==> src/rtl/rst_seq_pkg.sv <==
// Shared definitions for the reset sequencer: FSM state encoding (which is
// also the externally visible `state` port), restart counter width and a
// helper that sizes the internal counters.
package rst_seq_pkg;

    typedef enum logic [1:0] {
        S_RESET     = 2'd0,
        S_WAIT_LOCK = 2'd1,
        S_HOLD      = 2'd2,
        S_RUN       = 2'd3
    } state_t;

    localparam int RESTART_CNT_W = 8;

    // Counter width for a count range of 0..n-1; never narrower than one bit.
    function automatic int cnt_width(input int n);
        return (n > 1) ? $clog2(n) : 1;
    endfunction

endpackage

==> src/rtl/rst_seq_debounce.sv <==
// Button conditioning: synchronizes the asynchronous active-low button and
// accepts a new level only after it has been stable for DEBOUNCE_CYCLES.
// press is a one-cycle pulse coincident with the debounced level falling.
module rst_seq_debounce
    import rst_seq_pkg::*;
#(
    parameter int SYNC_STAGES     = 2,
    parameter int DEBOUNCE_CYCLES = 16
) (
    input  logic clk,
    input  logic rst,
    input  logic btn_n,
    output logic btn_db,
    output logic press
);

    localparam int DW = cnt_width(DEBOUNCE_CYCLES);
    localparam logic [DW-1:0] DB_LAST = DW'(DEBOUNCE_CYCLES - 1);

    logic [SYNC_STAGES-1:0] btn_sync;
    logic                   btn_s;
    logic [DW-1:0]          db_cnt;

    // Synchronizer chain for the raw button; clears to 0 like every other sync flop.
    always_ff @(posedge clk or negedge rst) begin
        if (!rst) begin
            btn_sync <= '0;
        end else begin
            btn_sync <= {btn_sync[SYNC_STAGES-2:0], btn_n};
        end
    end

    assign btn_s = btn_sync[SYNC_STAGES-1];

    // Debounce: count consecutive disagreeing cycles, any agreement restarts the count.
    always_ff @(posedge clk or negedge rst) begin
        if (!rst) begin
            btn_db <= 1'b1;
            db_cnt <= '0;
            press  <= 1'b0;
        end else begin
            press <= 1'b0;
            if (btn_s != btn_db) begin
                if (db_cnt == DB_LAST) begin
                    btn_db <= btn_s;
                    db_cnt <= '0;
                    press  <= btn_db & ~btn_s;
                end else begin
                    db_cnt <= db_cnt + DW'(1);
                end
            end else begin
                db_cnt <= '0;
            end
        end
    end

endmodule

==> src/rtl/rst_seq.sv <==
// Reset / clock-qualification sequencer upstream of the blink core.
// Waits for a stable PLL lock, holds reset for HOLD_CYCLES, then releases
// rst_out_n and emits a tick every TICK_DIV cycles while running. Lock loss
// or a debounced button press returns to lock qualification.
// Optional build macro RST_SEQ_RESTART_CNT_EN enables the saturating count of
// RUN exits on restart_cnt; without it restart_cnt is tied to zero.
module rst_seq #(
    parameter int SYNC_STAGES        = 2,
    parameter int LOCK_STABLE_CYCLES = 8,
    parameter int HOLD_CYCLES        = 32,
    parameter int DEBOUNCE_CYCLES    = 16,
    parameter int TICK_DIV           = 1000
) (
    input  logic                                  clk,
    input  logic                                  rst,
    input  logic                                  pll_locked,
    input  logic                                  btn_n,
    output logic                                  rst_out_n,
    output logic                                  tick,
    output logic [1:0]                            state,
    output logic [rst_seq_pkg::RESTART_CNT_W-1:0] restart_cnt
);

    import rst_seq_pkg::*;

    localparam int LW = cnt_width(LOCK_STABLE_CYCLES);
    localparam int HW = cnt_width(HOLD_CYCLES);
    localparam int TW = cnt_width(TICK_DIV);
    localparam logic [LW-1:0] LOCK_LAST = LW'(LOCK_STABLE_CYCLES - 1);
    localparam logic [HW-1:0] HOLD_LAST = HW'(HOLD_CYCLES - 1);
    localparam logic [TW-1:0] TICK_LAST = TW'(TICK_DIV - 1);

    state_t                 cur_state;
    state_t                 next_state;
    logic [SYNC_STAGES-1:0] lock_sync;
    logic                   lock_s;
    logic                   btn_db;
    logic                   press;
    logic                   btn_press;
    logic [LW-1:0]          lock_cnt;
    logic [HW-1:0]          hold_cnt;
    logic [TW-1:0]          tick_div;

    rst_seq_debounce #(
        .SYNC_STAGES     (SYNC_STAGES),
        .DEBOUNCE_CYCLES (DEBOUNCE_CYCLES)
    ) u_debounce (
        .clk    (clk),
        .rst    (rst),
        .btn_n  (btn_n),
        .btn_db (btn_db),
        .press  (press)
    );

    // A press only counts while the accepted button level is actually low.
    assign btn_press = press & ~btn_db;

    // Synchronizer chain for the PLL lock indication.
    always_ff @(posedge clk or negedge rst) begin
        if (!rst) begin
            lock_sync <= '0;
        end else begin
            lock_sync <= {lock_sync[SYNC_STAGES-2:0], pll_locked};
        end
    end

    assign lock_s = lock_sync[SYNC_STAGES-1];

    // Next-state decision; a press restarts the current qualification step.
    always_comb begin
        next_state = cur_state;
        case (cur_state)
            S_RESET:     next_state = S_WAIT_LOCK;
            S_WAIT_LOCK: begin
                if (!btn_press && lock_s && (lock_cnt == LOCK_LAST)) begin
                    next_state = S_HOLD;
                end
            end
            S_HOLD: begin
                if (!lock_s) begin
                    next_state = S_WAIT_LOCK;
                end else if (!btn_press && (hold_cnt == HOLD_LAST)) begin
                    next_state = S_RUN;
                end
            end
            S_RUN: begin
                if (!lock_s || btn_press) begin
                    next_state = S_WAIT_LOCK;
                end
            end
            default:     next_state = S_RESET;
        endcase
    end

    // FSM state, qualification counters and the registered downstream reset.
    always_ff @(posedge clk or negedge rst) begin
        if (!rst) begin
            cur_state <= S_RESET;
            lock_cnt  <= '0;
            hold_cnt  <= '0;
            rst_out_n <= 1'b0;
        end else begin
            cur_state <= next_state;
            rst_out_n <= (next_state == S_RUN);
            if ((cur_state == S_WAIT_LOCK) && (next_state == S_WAIT_LOCK) && lock_s && !btn_press) begin
                lock_cnt <= lock_cnt + LW'(1);
            end else begin
                lock_cnt <= '0;
            end
            if ((cur_state == S_HOLD) && (next_state == S_HOLD) && !btn_press) begin
                hold_cnt <= hold_cnt + HW'(1);
            end else begin
                hold_cnt <= '0;
            end
        end
    end

    // Tick divider: free-runs only in RUN, and a tick is suppressed on the exit edge.
    always_ff @(posedge clk or negedge rst) begin
        if (!rst) begin
            tick_div <= '0;
            tick     <= 1'b0;
        end else if (cur_state != S_RUN) begin
            tick_div <= '0;
            tick     <= 1'b0;
        end else begin
            tick     <= (tick_div == TICK_LAST) && (next_state == S_RUN);
            tick_div <= (tick_div == TICK_LAST) ? '0 : tick_div + TW'(1);
        end
    end

`ifdef RST_SEQ_RESTART_CNT_EN
    // Saturating count of RUN exits; a simultaneous lock loss and press is one exit.
    always_ff @(posedge clk or negedge rst) begin
        if (!rst) begin
            restart_cnt <= '0;
        end else if ((cur_state == S_RUN) && (next_state != S_RUN) &&
                     (restart_cnt != {RESTART_CNT_W{1'b1}})) begin
            restart_cnt <= restart_cnt + RESTART_CNT_W'(1);
        end
    end
`else
    assign restart_cnt = '0;
`endif

    assign state = cur_state;

endmodule

==> config.mk <==
export PLATFORM = sky130hd
export DESIGN_NAME = rst_seq
export DESIGN_NICKNAME = d
export VERILOG_FILES = /design/src/rtl/rst_seq_pkg.sv /design/src/rtl/rst_seq_debounce.sv /design/src/rtl/rst_seq.sv
export SDC_FILE = /design/constraint.sdc
export NUM_CORES = 1
export LEC_CHECK = 0
export ABC_AREA = 1
export CORE_UTILIZATION = 38
export CTS_BUF_LIST = sky130_fd_sc_hd__clkbuf_8
export DETAILED_ROUTE_END_ITERATION = 10
export HOLD_SLACK_MARGIN = 0.1
export PLACE_DENSITY_LB_ADDON = 0.25
export SLEW_MARGIN = 20
export SYNTH_ARGS = -nofsm -noshare
export SYNTH_HDL_FRONTEND = slang
export SYNTH_SLANG_ARGS = --single-unit
==> constraint.sdc <==
create_clock -name clk -period 1.6 [get_ports clk]
set_input_delay 0.32 -clock clk [delete_from_list [all_inputs] [get_ports clk]]
set_output_delay 0.32 -clock clk [all_outputs]
set_load 0.01 [all_outputs]
==> reports/metrics.cfg <==
[run_status]
status=complete, no violations

[global_route]
grt_first_pass_wirelength_um=4150
grt_max_degree=33
track_usage_pct=13.7
grt.overflow.total=0
antenna_found_initial=0
grt_pass1_vias=958

[place]
hpwlAfterDp_um=1590
pre_cts_ws_ps=191
port_buffers=7
place_area_sq_um=1600
dp_cells=217
place_congestion=0.799

[routing]
vias_per_cell=4.53
vias=1024
first_pass_iters=4
avgRoutedWirePerCell_um=9.97
drtAntennaViolNets=0
drc=0
wl_um=2250
drtIter0Drc=80

[floorplan]
die_area_sq_um=4170
die_width_um=64.6
io_pins=16
start_util_pct=40.0
coreArea_sq_um=3720
rows=22
fp.dieH_um=64.6

[final_layout]
final_area_sq_um=1700
final_core_util_pct=45.8
final_layout_size_suffix_gt1_share_pct=10.1
finalNonFillerCells=226
nFillCells=365
seqCellArea_sq_um=802
syn_to_final_growth_pct=14.4
diodes=0
nNetsFinal=189
multi_input_area_sq_um=566

[power]
pwr-share-clk_pct=40.4
p_comb_share_pct=4.3
p_seq_share_pct=55.3
finalPower_mw=1.52
switchingPower_mw=0.326
powerDensity_nw_per_um2=890
p_int_mw=1.19
power.leakage_nw=0.839
peakVddDrop_mv=0.415
swShare_pct=21.5

[yosys]
yosysWarnings=0
synth_seq_area_share_pct=53.9
avgSynthCellArea_sq_um=9.18
synth_cell_types=22
synth_seq_cells=32
syn_inst=162
syn-cell-area_sq_um=1490

[worst_setup_path]
cp_slowest_stage_delay_ps=560
path_delay_family=buffers and inverters
crit_path_cell_trace=clkdlybuf4s50_1
rrSetupSlack_ps=190
end_kind=output port
cpMaxStageDelayCell=clkdlybuf4s50_1
cp_num_buf_inv=1
critPathKind=reg -> out
r2r_start=hold_cnt[0]$_DFF_PN0_
cp_max_fo=3
worst_setup_path_start_kind=flip-flop
cp.required_ps=1280
reg2reg_to=hold_cnt[2]$_DFF_PN0_
rr_worst_depth=7
worstPathArrival_ps=1220

[clock_tree]
cts_buffers=5
clock_latency_ps=280
cts_max_path_buffers=2
htreeDepth=2
cts_root_buf=clkbuf_8
numClockSinks=32
cts-resized-gates=0
path_clk_slew_ps=70
cts_tree=built

[timing]
slew_violations=0
rsz0062_at_grt=false
fin_crit_ps=1540
hold_viol=0
tns_ps=0
skew_ps=5.65
setup_slack_ps=55.4
fmax_mhz=647
setup-violations-final=0
holdWs_ps=354
min_period_over_period_pct=96.5

[hold_path]
hold-path-endpoint=u_debounce.btn_sync[1]$_DFF_PN0_
worstHoldStart=u_debounce.btn_sync[0]$_DFF_PN0_
hold_class=reg -> reg
hold_depth=0

[run]
cap_violations=0

## cell families after synthesis
| logic type | Yosys count | share of synthesized area, % |
|---|---|---|
| and+or+nand+nor | 81 | 25.0 |
| DFF | 32 | 53.9 |
| buffers and inverters | 31 | 9.84 |
| adders and majority gates | 8 | 6.73 |
| xor gates and xnor gates | 5 | 2.94 |
| AOI/OAI and AO/OA | 4 | 1.35 |
| other | 1 | 0.252 |
## layout by cell type, fill, tap and decap left out, drive strengths merged, types with 2 or more instances in the layout
cell type | synthesis | layout
nor2 | 33 | 33
dfrtp | 31 | 31
nand2 | 26 | 26
inv | 23 | 25
nand3 | 14 | 14
ha | 8 | 8
conb | 1 | 8
clkdlybuf4s50 | 0 | 7
clkbuf | 0 | 6
nand4 | 4 | 4
xor2 | 4 | 4
o21ai | 2 | 2
a21oi | 2 | 2
buf | 8 | 2
## power by group through the flow
stage	combinational, mW	sequential (mW)	clock (mW)
floorplan	0.0465	0.850	0
global placement	0.0654	0.852	0
detailed placement	0.0659	0.853	0
CTS	0.0664	0.838	0.636
global route	0.0790	0.840	0.668
finish	0.0645	0.838	0.613
## final cells by class
cell class	instances	area share [%]
clock inverter	2	0.441
inverter	23	5.07
multi-input combinational	106	33.2
sequential	32	47.1
clock buffer	6	4.85
tap	48	3.53
timing repair buffer	9	5.74
## per-layer routing
metal / global-route usage (%) / part of all wire (%) / vias to the layer above
li1: - / - / 519
met1: 16.4 / 47 / 481
met2: 20.7 / 46 / 19
met3: 6.51 / 4.7 / 5
met4: 6.67 / 2.5 / 0
met5: 0 / 0 / -
## cells in the mapped netlist, drive strengths merged
library cell | n | area, sq um
a21oi | 2 | 10.0
xor2 | 4 | 35.0
and2 | 1 | 6.26
dfrtp | 31 | 776
inv | 23 | 86.3
nor3 | 1 | 5.00
nand4 | 4 | 25.0
dfstp | 1 | 26.3
ha | 8 | 100
buf | 8 | 60.1
nor2 | 33 | 136
nand2 | 26 | 110
and3 | 1 | 6.26
nand3 | 14 | 75.1
xnor2 | 1 | 8.76
conb | 1 | 3.75
nor3b | 1 | 7.51
o21ai | 2 | 10.0
## registers in the layout, indices dropped and copies added (netlist names)
register	count
hold_cnt	5
tick	1
u_debounce.btn_db	1
u_debounce.btn_sync	2
tick_div	10
rst_out_n	1
lock_sync	2
lock_cnt	3
u_debounce.db_cnt	4
state	2
u_debounce.press	1
## repair_timing
| item | 4_1_cts | 5_1_grt |
|---|---|---|
| hold buffers | 0 | 0 |
| endpoints found under the setup margin | 0 | 1 |
| setup buffers | 0 | 1 |
## worst max path at each step
stage	start	to	slack, ps	cells after the start
4_1_cts	state[1]$_DFF_PN0_	state[1]	20	1
2_1_floorplan	hold_cnt[0]$_DFF_PN0_	hold_cnt[2]$_DFF_PN0_	320	7
3_5_place_dp	hold_cnt[0]$_DFF_PN0_	hold_cnt[2]$_DFF_PN0_	190	7
5_1_grt	state[1]$_DFF_PN0_	state[1]	0.8	1
3_3_place_gp	hold_cnt[0]$_DFF_PN0_	hold_cnt[2]$_DFF_PN0_	280	7
6_report	state[1]$_DFF_PN0_	state[1]	60	1
(Power assumes the default switching activity.)
